**src/rtl/thermometer_ramp.sv**
```systemverilog
// LED bar-graph driver: steps a displayed level toward the target one LED per
// prescaler tick and drives a peak-hold marker that holds, then decays.
module thermometer_ramp #(
  parameter int unsigned K          = 3,
  parameter int unsigned W          = 2**K - 1,
  parameter int unsigned TICK_DIV   = 1000000,
  parameter int unsigned HOLD_TICKS = 8
) (
  input  logic         clk,
  input  logic         rst,
  input  logic [K-1:0] target,
  output logic [K-1:0] level,
  output logic [W-1:0] bar,
  output logic [W-1:0] peak,
  output logic         busy,
  output logic         tick
);

  localparam int unsigned DivW  = (TICK_DIV > 1) ? $clog2(TICK_DIV) : 1;
  localparam int unsigned HoldW = (HOLD_TICKS > 0) ? $clog2(HOLD_TICKS + 1) : 1;

  localparam logic [DivW-1:0]  DivLast  = DivW'(TICK_DIV - 1);
  localparam logic [HoldW-1:0] HoldInit = HoldW'(HOLD_TICKS);
  localparam logic [K-1:0]     LevelMax = K'(W);

  localparam logic [1:0] ST_IDLE = 2'd0;
  localparam logic [1:0] ST_UP   = 2'd1;
  localparam logic [1:0] ST_DOWN = 2'd2;

  logic [DivW-1:0]  r_div_cnt;
  logic             r_tick;
  logic [K-1:0]     r_level;
  logic [K-1:0]     r_peak_val;
  logic [HoldW-1:0] r_hold_cnt;
  logic [1:0]       r_state;

  logic [1:0]       w_state_nxt;
  logic [K-1:0]     w_level_nxt;

  always_comb begin
    w_state_nxt = ST_IDLE;
    if (target > r_level) begin
      w_state_nxt = ST_UP;
    end else if (target < r_level) begin
      w_state_nxt = ST_DOWN;
    end
  end

  // Direction comes from the registered state; the live compare only blocks a
  // step that would pass the target or leave 0..W.
  always_comb begin
    w_level_nxt = r_level;
    if (r_tick) begin
      case (r_state)
        ST_UP:   if (r_level < target && r_level != LevelMax) w_level_nxt = r_level + 1'b1;
        ST_DOWN: if (r_level > target) w_level_nxt = r_level - 1'b1;
        default: w_level_nxt = r_level;
      endcase
    end
  end

  always_ff @(posedge clk) begin
    if (rst) begin
      r_div_cnt  <= '0;
      r_tick     <= 1'b0;
      r_level    <= '0;
      r_peak_val <= '0;
      r_hold_cnt <= '0;
      r_state    <= ST_IDLE;
    end else begin
      r_div_cnt <= (r_div_cnt == DivLast) ? '0 : r_div_cnt + 1'b1;
      r_tick    <= (r_div_cnt == DivLast);
      r_state   <= w_state_nxt;
      r_level   <= w_level_nxt;
      if (r_tick) begin
        if (w_level_nxt >= r_peak_val) begin
          r_peak_val <= w_level_nxt;
          r_hold_cnt <= HoldInit;
        end else if (r_hold_cnt != '0) begin
          r_hold_cnt <= r_hold_cnt - 1'b1;
        end else begin
          r_peak_val <= r_peak_val - 1'b1;
        end
      end
    end
  end

  always_comb begin
    bar  = '0;
    peak = '0;
    for (int i = 0; i < int'(W); i++) begin
      bar[i]  = (i < int'(r_level));
      peak[i] = (r_peak_val != '0) && (int'(r_peak_val) == i + 1);
    end
  end

  assign level = r_level;
  assign busy  = (r_level != target);
  assign tick  = r_tick;

endmodule
```
**config.mk**
```make
export PLATFORM = sky130hd
export DESIGN_NAME = thermometer_ramp
export DESIGN_NICKNAME = d
export VERILOG_FILES = /design/src/rtl/thermometer_ramp.sv
export SDC_FILE = /design/constraint.sdc
export NUM_CORES = 1
export LEC_CHECK = 0
export ABC_AREA = 1
export CAP_MARGIN = 40
export CORE_MARGIN = 2
export CORE_UTILIZATION = 30
export DETAILED_ROUTE_END_ITERATION = 12
export DONT_BUFFER_PORTS = 1
export RECOVER_POWER = 50
export SLEW_MARGIN = 30
export SYNTH_ARGS = -nofsm -noshare
export SYNTH_HDL_FRONTEND = slang
export SYNTH_SLANG_ARGS = --single-unit
```
**constraint.sdc**
```tcl
create_clock -name clk -period 6.54 [get_ports clk]
set_input_delay 1.308 -clock clk [delete_from_list [all_inputs] [get_ports clk]]
set_output_delay 1.308 -clock clk [all_outputs]
set_load 0.05 [all_outputs]
```
# Word-level counts from Yosys, hierarchy flattened
# Cells that the tools add are included.
# totals
reg_bits	33
# classes
addsub	5
order_cmp	12
n_eq_ne	13
n_mux	10
reduce_logical	15
# op_table
operator	count
20-bit by 1-bit adder with 20-bit output (second input constant)	1
20-bit == test (second input constant)	1
3-bit two-way mux	5
3-bit == test (second input constant)	4
3-bit less-than comparator (first input constant)	3
1-bit logical AND	8
4-bit two-way mux	2
3-bit by 2-bit == test with 1-bit output (second input constant)	2
3-bit > comparator	2
1-bit by 3-bit less-than comparator with 1-bit output (first input constant)	2
2-bit by 3-bit less-than comparator with 1-bit output (first input constant)	2
3-bit less-than comparator	2
3-bit one-hot mux with 2 select lines	1
3-bit by 1-bit subtractor with 3-bit output (second input constant)	2
2-bit AND reduction	2
4-bit nonzero test	1
2-bit OR reduction	2
4-bit by 1-bit subtractor with 4-bit output (second input constant)	1
3-bit by 1-bit adder with 3-bit output (second input constant)	1
3-bit by 1-bit == test with 1-bit output (second input constant)	1
3-bit >= comparator	1
3-bit != test	1
3-bit != test (second input constant)	1
3-bit nonzero test	1
6 further kinds	6

# Longest topological paths before layout
# logic_depth
ltp_word	8
ltp_mapped	19

# Least setup slack after synthesis
# OpenSTA, ideal clock, no wires.
# synth_path
path_type	in2reg
startpoint	input port target[2]
endpoint	register r_hold_cnt[1]
setup_time_ps	115
arrival_ps	3737
t_required_ps	6425
slack_ps	2689
cell_stages	17
path_buffers	0
path_cell_list	inv_1 > ha_1 > nand3_1 > nand2_1 > nand2_1 > nand3_1 > nand3_1 > nand2_1 > inv_1 > ha_1 > nand2_1 > o21a_1 > nand2_2 > nand2_1 > nand2_1 > nor2_1 > o21a_1
# synth_between
elab_chain_len	8
elab_cells_between_ends	11
cone_classes	order compare (3); mux (5); reduce/logical (3)
# synth_rtl
element	line_no	source
start, declared	11	input logic [K-1:0] target,
3-bit less-than comparator	55	ST_UP: if (r_level < target && r_level != LevelMax) w_level_nxt = r_level + 1'b1;
1-bit logical AND	55	
3-bit two-way mux	55	
3-bit one-hot mux with 2 select lines *	54	case (r_state)
3-bit two-way mux *	53	if (r_tick) begin
named net w_level_nxt[2]	38	logic [K-1:0] w_level_nxt;
3-bit >= comparator *	76	if (w_level_nxt >= r_peak_val) begin
2-bit nonzero test (no line)	-	
2-bit AND reduction (no line)	-	
end signal, assigned	78	r_hold_cnt <= HoldInit;
end signal, assigned	80	r_hold_cnt <= r_hold_cnt - 1'b1;
end, declared	34	logic [HoldW-1:0] r_hold_cnt;
# Mark *: on every way through the listed nets, which the timed path passes. The rest lies on a longest branch.
# A chain may end at the register's enable or synchronous reset.

# Final worst setup path
# layout_path
startpoint	register r_level[2], in the netlist level[2]
endpoint	register r_hold_cnt[1]
# layout_between
elab_chain_len	8
elab_cells_between_ends	14
cone_classes	add/sub (2); order compare (3); eq/ne (1); mux (5); reduce/logical (3)
# layout_rtl
element	line_no	source
start, declared	32	logic [K-1:0] r_level;
start signal, assigned	74	r_level <= w_level_nxt;
3-bit less-than comparator / 3-bit != test (equally long branches)	55	
1-bit logical AND	55	
3-bit two-way mux	55	
3-bit one-hot mux with 2 select lines	54	
3-bit two-way mux *	53	
named net w_level_nxt[2]	38	
3-bit >= comparator *	76	
2-bit nonzero test (no line)	-	
2-bit AND reduction (no line)	-	
# Marked as above.

==> results.py <==
metrics = {
    "power": {
        "p_clk_share_pct": 41.7,
        "seqPwrFrac_pct": 55.1,
        "swShare_pct": 21.98,
        "peakVddDrop_mv": 0.1126,
        "powerDensity_nw_per_um2": 164.7,
        "power.switching_mw": 0.08184,
        "combPwrFrac_pct": 3.2,
        "p_int_mw": 0.2904,
        "leakage_nw": 0.9418,
    },
    "setup_path": {
        "crit_buf_inv": 2,
        "path_class": "reg -> reg",
        "r2r-start": "level[2]$_SDFF_PP0_",
        "cpMostUsedCell": "nand2_1",
        "slowest_stage": "clkbuf_1",
        "arrival_ns": 4.35,
        "cp-end-kind": "flip-flop",
        "critPathMaxFanout": 10,
        "crit_chain": "clkbuf_1 -> ha_1 -> nand3_1 -> nand2_1 -> nand2_1 -> nand3_1 -> nand3_1 -> nand2_1 -> inv_1 -> ha_1 -> nand2_1 -> o21a_1 -> nand2_2 -> nand2_1 -> nand2_1 -> nor2_1 -> o21a_1",
        "cp_top_family": "simple AND/OR/NAND/NOR gates",
        "critPathLaunchType": "flip-flop",
        "crit_required_ns": 6.72,
        "r2r_setup_slack_ns": 2.38,
        "worstReg2RegEnd": "r_hold_cnt[1]$_SDFFE_PP0P_",
        "reg2reg_depth": 17,
        "slowest_delay_ns": 1.03,
    },
    "floorplan": {
        "io_pins": 24,
        "core_region_area_sq_um": 6719,
        "die_y_um": 86.86,
        "die_w_um": 86.86,
        "row_count": 30,
        "start_util_pct": 30.65,
        "dieArea_sq_um": 7544,
    },
    "yosys": {
        "synth_cells": 291,
        "syn_avg_cell_area_sq_um": 7.077,
        "yosys_warnings": 0,
        "synth_cell_types": 27,
        "syn_nets": 317,
        "synth.area.top_cells": "dfxtp_1 (32%), ha_1 (13%), nand2_1 (11%)",
        "synth.cell_area_sq_um": 2059,
        "ys_seq_area_share_pct": 32.08,
        "synth_seq_cells": 33,
        "yosysTopAreaCell": "dfxtp_1",
        "synth_top_area_share_pct": 32.08,
    },
    "final_layout": {
        "utilization_pct": 33.65,
        "synthToLayoutAreaGrowth_pct": 9.781,
        "diodes": 0,
        "regArea_sq_um": 660.6,
        "multi_input_area_sq_um": 1215,
        "final_common_cell": "nand2_1",
        "final_cell_mix": "nand2_1 (58), inv_1 (40), nor2_1 (37)",
        "fillers": 715,
        "drive_above_1_share_pct": 7.973,
        "num-nets-final": 327,
    },
    "global_routing": {
        "grt_pass1_wl_um": 6555,
        "antenna_found_initial": 0,
        "grt_usage_pct": 10.72,
        "grt_pass1_vias": 1616,
        "grt_max_degree": 21,
        "grt_overflow": 0,
    },
    "worst_hold_path": {
        "hp-start": "r_hold_cnt[0]$_SDFFE_PP0P_",
        "hold_path_end": "r_hold_cnt[0]$_SDFFE_PP0P_",
        "timing.hold.worst_path_depth": 1,
        "hold_path.class": "reg -> reg",
    },
    "clock_tree": {
        "cts_max_path_buffers": 2,
        "cts_resized": 0,
        "cts_tree": "done",
        "htree_levels": 2,
        "post_cts_buffers": 0,
        "clockRootBuffer": "clkbuf_8",
        "cts_hold_buf": 0,
        "cts.clk_slew.worst_paths_ns": 0.07,
        "clkLatencyLatePin_ns": 0.29,
        "cts_made_buffers": 5,
        "cts.sinks": 33,
    },
    "placement": {
        "pre_cts_ws_ns": 2.437,
        "place.gp.congestion": 0.8521,
        "port_buffers": 0,
        "place.detailed.hpwl_um": 2933,
    },
    "sta": {
        "fin_crit_ns": 4.162,
        "slew_headroom_pct": 5.090,
        "setup_viol": 0,
        "post-route-period-util_pct": 63.65,
        "finClkSkew_ns": 0.007018,
        "hold_viol": 0,
        "whs_ns": 0.4591,
        "max_clock_freq_mhz": 240.2,
        "worst_slack_ns": 2.378,
        "grt_setup_unrepaired": "no",
        "drv_slew": 0,
        "fin_tns_setup_ns": 0,
        "tightest_slew_ns": 1.424,
    },
    "status": {
        "outcome": "complete, no violations",
    },
    "drt": {
        "drt.antenna.violating_nets": 0,
        "first_iter_violations": 66,
        "first_pass_iters": 4,
        "drc": 0,
        "wl_per_cell_um": 10.17,
        "route.vias.total": 1788,
        "drt-total-wl_um": 3875,
        "vias_per_cell": 4.693,
    },
    "job": {
        "drv_cap": 0,
    },
}
through the flow:
step | instance area [sq um] | power (mW) | cells
finish | 2261 | 0.3723 | 381
global route | 2261 | 0.3890 | 381
CTS | 2277 | 0.3797 | 381
detailed placement | 2191 | 0.2218 | 374
global placement | 2183 | 0.2215 | 373
floorplan | 2059 | 0.2203 | 291
registers in the layout, summed over array words and instances, names as in the netlist:
register	flops
r_peak_val	3
level	3
r_div_cnt	20
r_state	2
tick	1
r_hold_cnt	4
routing by layer:
metal | vias to the layer above | track usage [%] | wire length (um)
met5 | - | 0 | 0
met4 | 0 | 2.983 | 48
met3 | 7 | 3.033 | 185
met2 | 33 | 18.95 | 1729
met1 | 785 | 12.59 | 1912
li1 | 963 | - | -
how the worst max path moves through the flow:
| stage | from | endpoint | slack, ns | cells past startpoint |
|---|---|---|---|---|
| 6_report | level[2]$_SDFF_PP0_ | r_hold_cnt[1]$_SDFFE_PP0P_ | 2.38 | 17 |
| 5_1_grt | level[2]$_SDFF_PP0_ | r_hold_cnt[2]$_SDFFE_PP0P_ | 2.08 | 18 |
| 4_1_cts | level[0]$_SDFF_PP0_ | r_hold_cnt[1]$_SDFFE_PP0P_ | 2.72 | 17 |
| 3_5_place_dp | target[2] | r_hold_cnt[1]$_SDFFE_PP0P_ | 2.44 | 17 |
| 3_3_place_gp | target[2] | r_hold_cnt[1]$_SDFFE_PP0P_ | 2.51 | 17 |
| 2_1_floorplan | target[2] | r_hold_cnt[1]$_SDFFE_PP0P_ | 2.69 | 17 |
Yosys cell counts, drive strengths merged:
cell type	number
nand2	62
inv	40
nand3	21
buf	4
a21oi	14
xnor2	2
nor2	40
nand4	10
o21ai	5
nor3b	5
xor2	6
nand3b	1
or2	3
dfxtp	33
nor3	22
ha	21
o21a	2
cell type report:
type                            instances  share of cell area (%)
Tap cell                               80                   4.427
Clock buffer                            7                   3.818
Sequential cell                        33                   29.22
Multi-Input combinational cell        214                   53.74
Inverter                               40                   6.641
Timing Repair Buffer                    7                   2.158
kinds of logic (layout without fill, tap and decap cells):
kind of cell	count (synthesis)	in the layout	share of synthesized area (%)
adders and majority gates	21	21	12.76
and+or+nand+nor	164	164	38.09
AOI/OAI and AO/OA	21	21	5.346
buffers and inverters	44	54	8.323
DFF	33	33	32.08
xor gates and xnor gates	8	8	3.402
worst register-to-register path, cell delays in order (launching register included):
cell and delay (ns):
dfxtp_1 0.31, clkbuf_1 1.03, ha_1 0.30, nand3_1 0.50
nand2_1 0.30, nand2_1 0.08, nand3_1 0.07, nand3_1 0.09
nand2_1 0.10, inv_1 0.04, ha_1 0.30, nand2_1 0.06
o21a_1 0.20, nand2_2 0.18, nand2_1 0.12, nand2_1 0.17
nor2_1 0.06, o21a_1 0.16
power by group through the flow:
stage	combinational, mW	clock (mW)	sequential [mW]
finish	0.0118	0.155	0.205
global route	0.0140	0.170	0.205
CTS	0.0122	0.162	0.205
detailed placement	0.0121	0	0.210
global placement	0.0118	0	0.210
floorplan	0.0109	0	0.209
No activity file was read; power rests on OpenSTA's default activity.
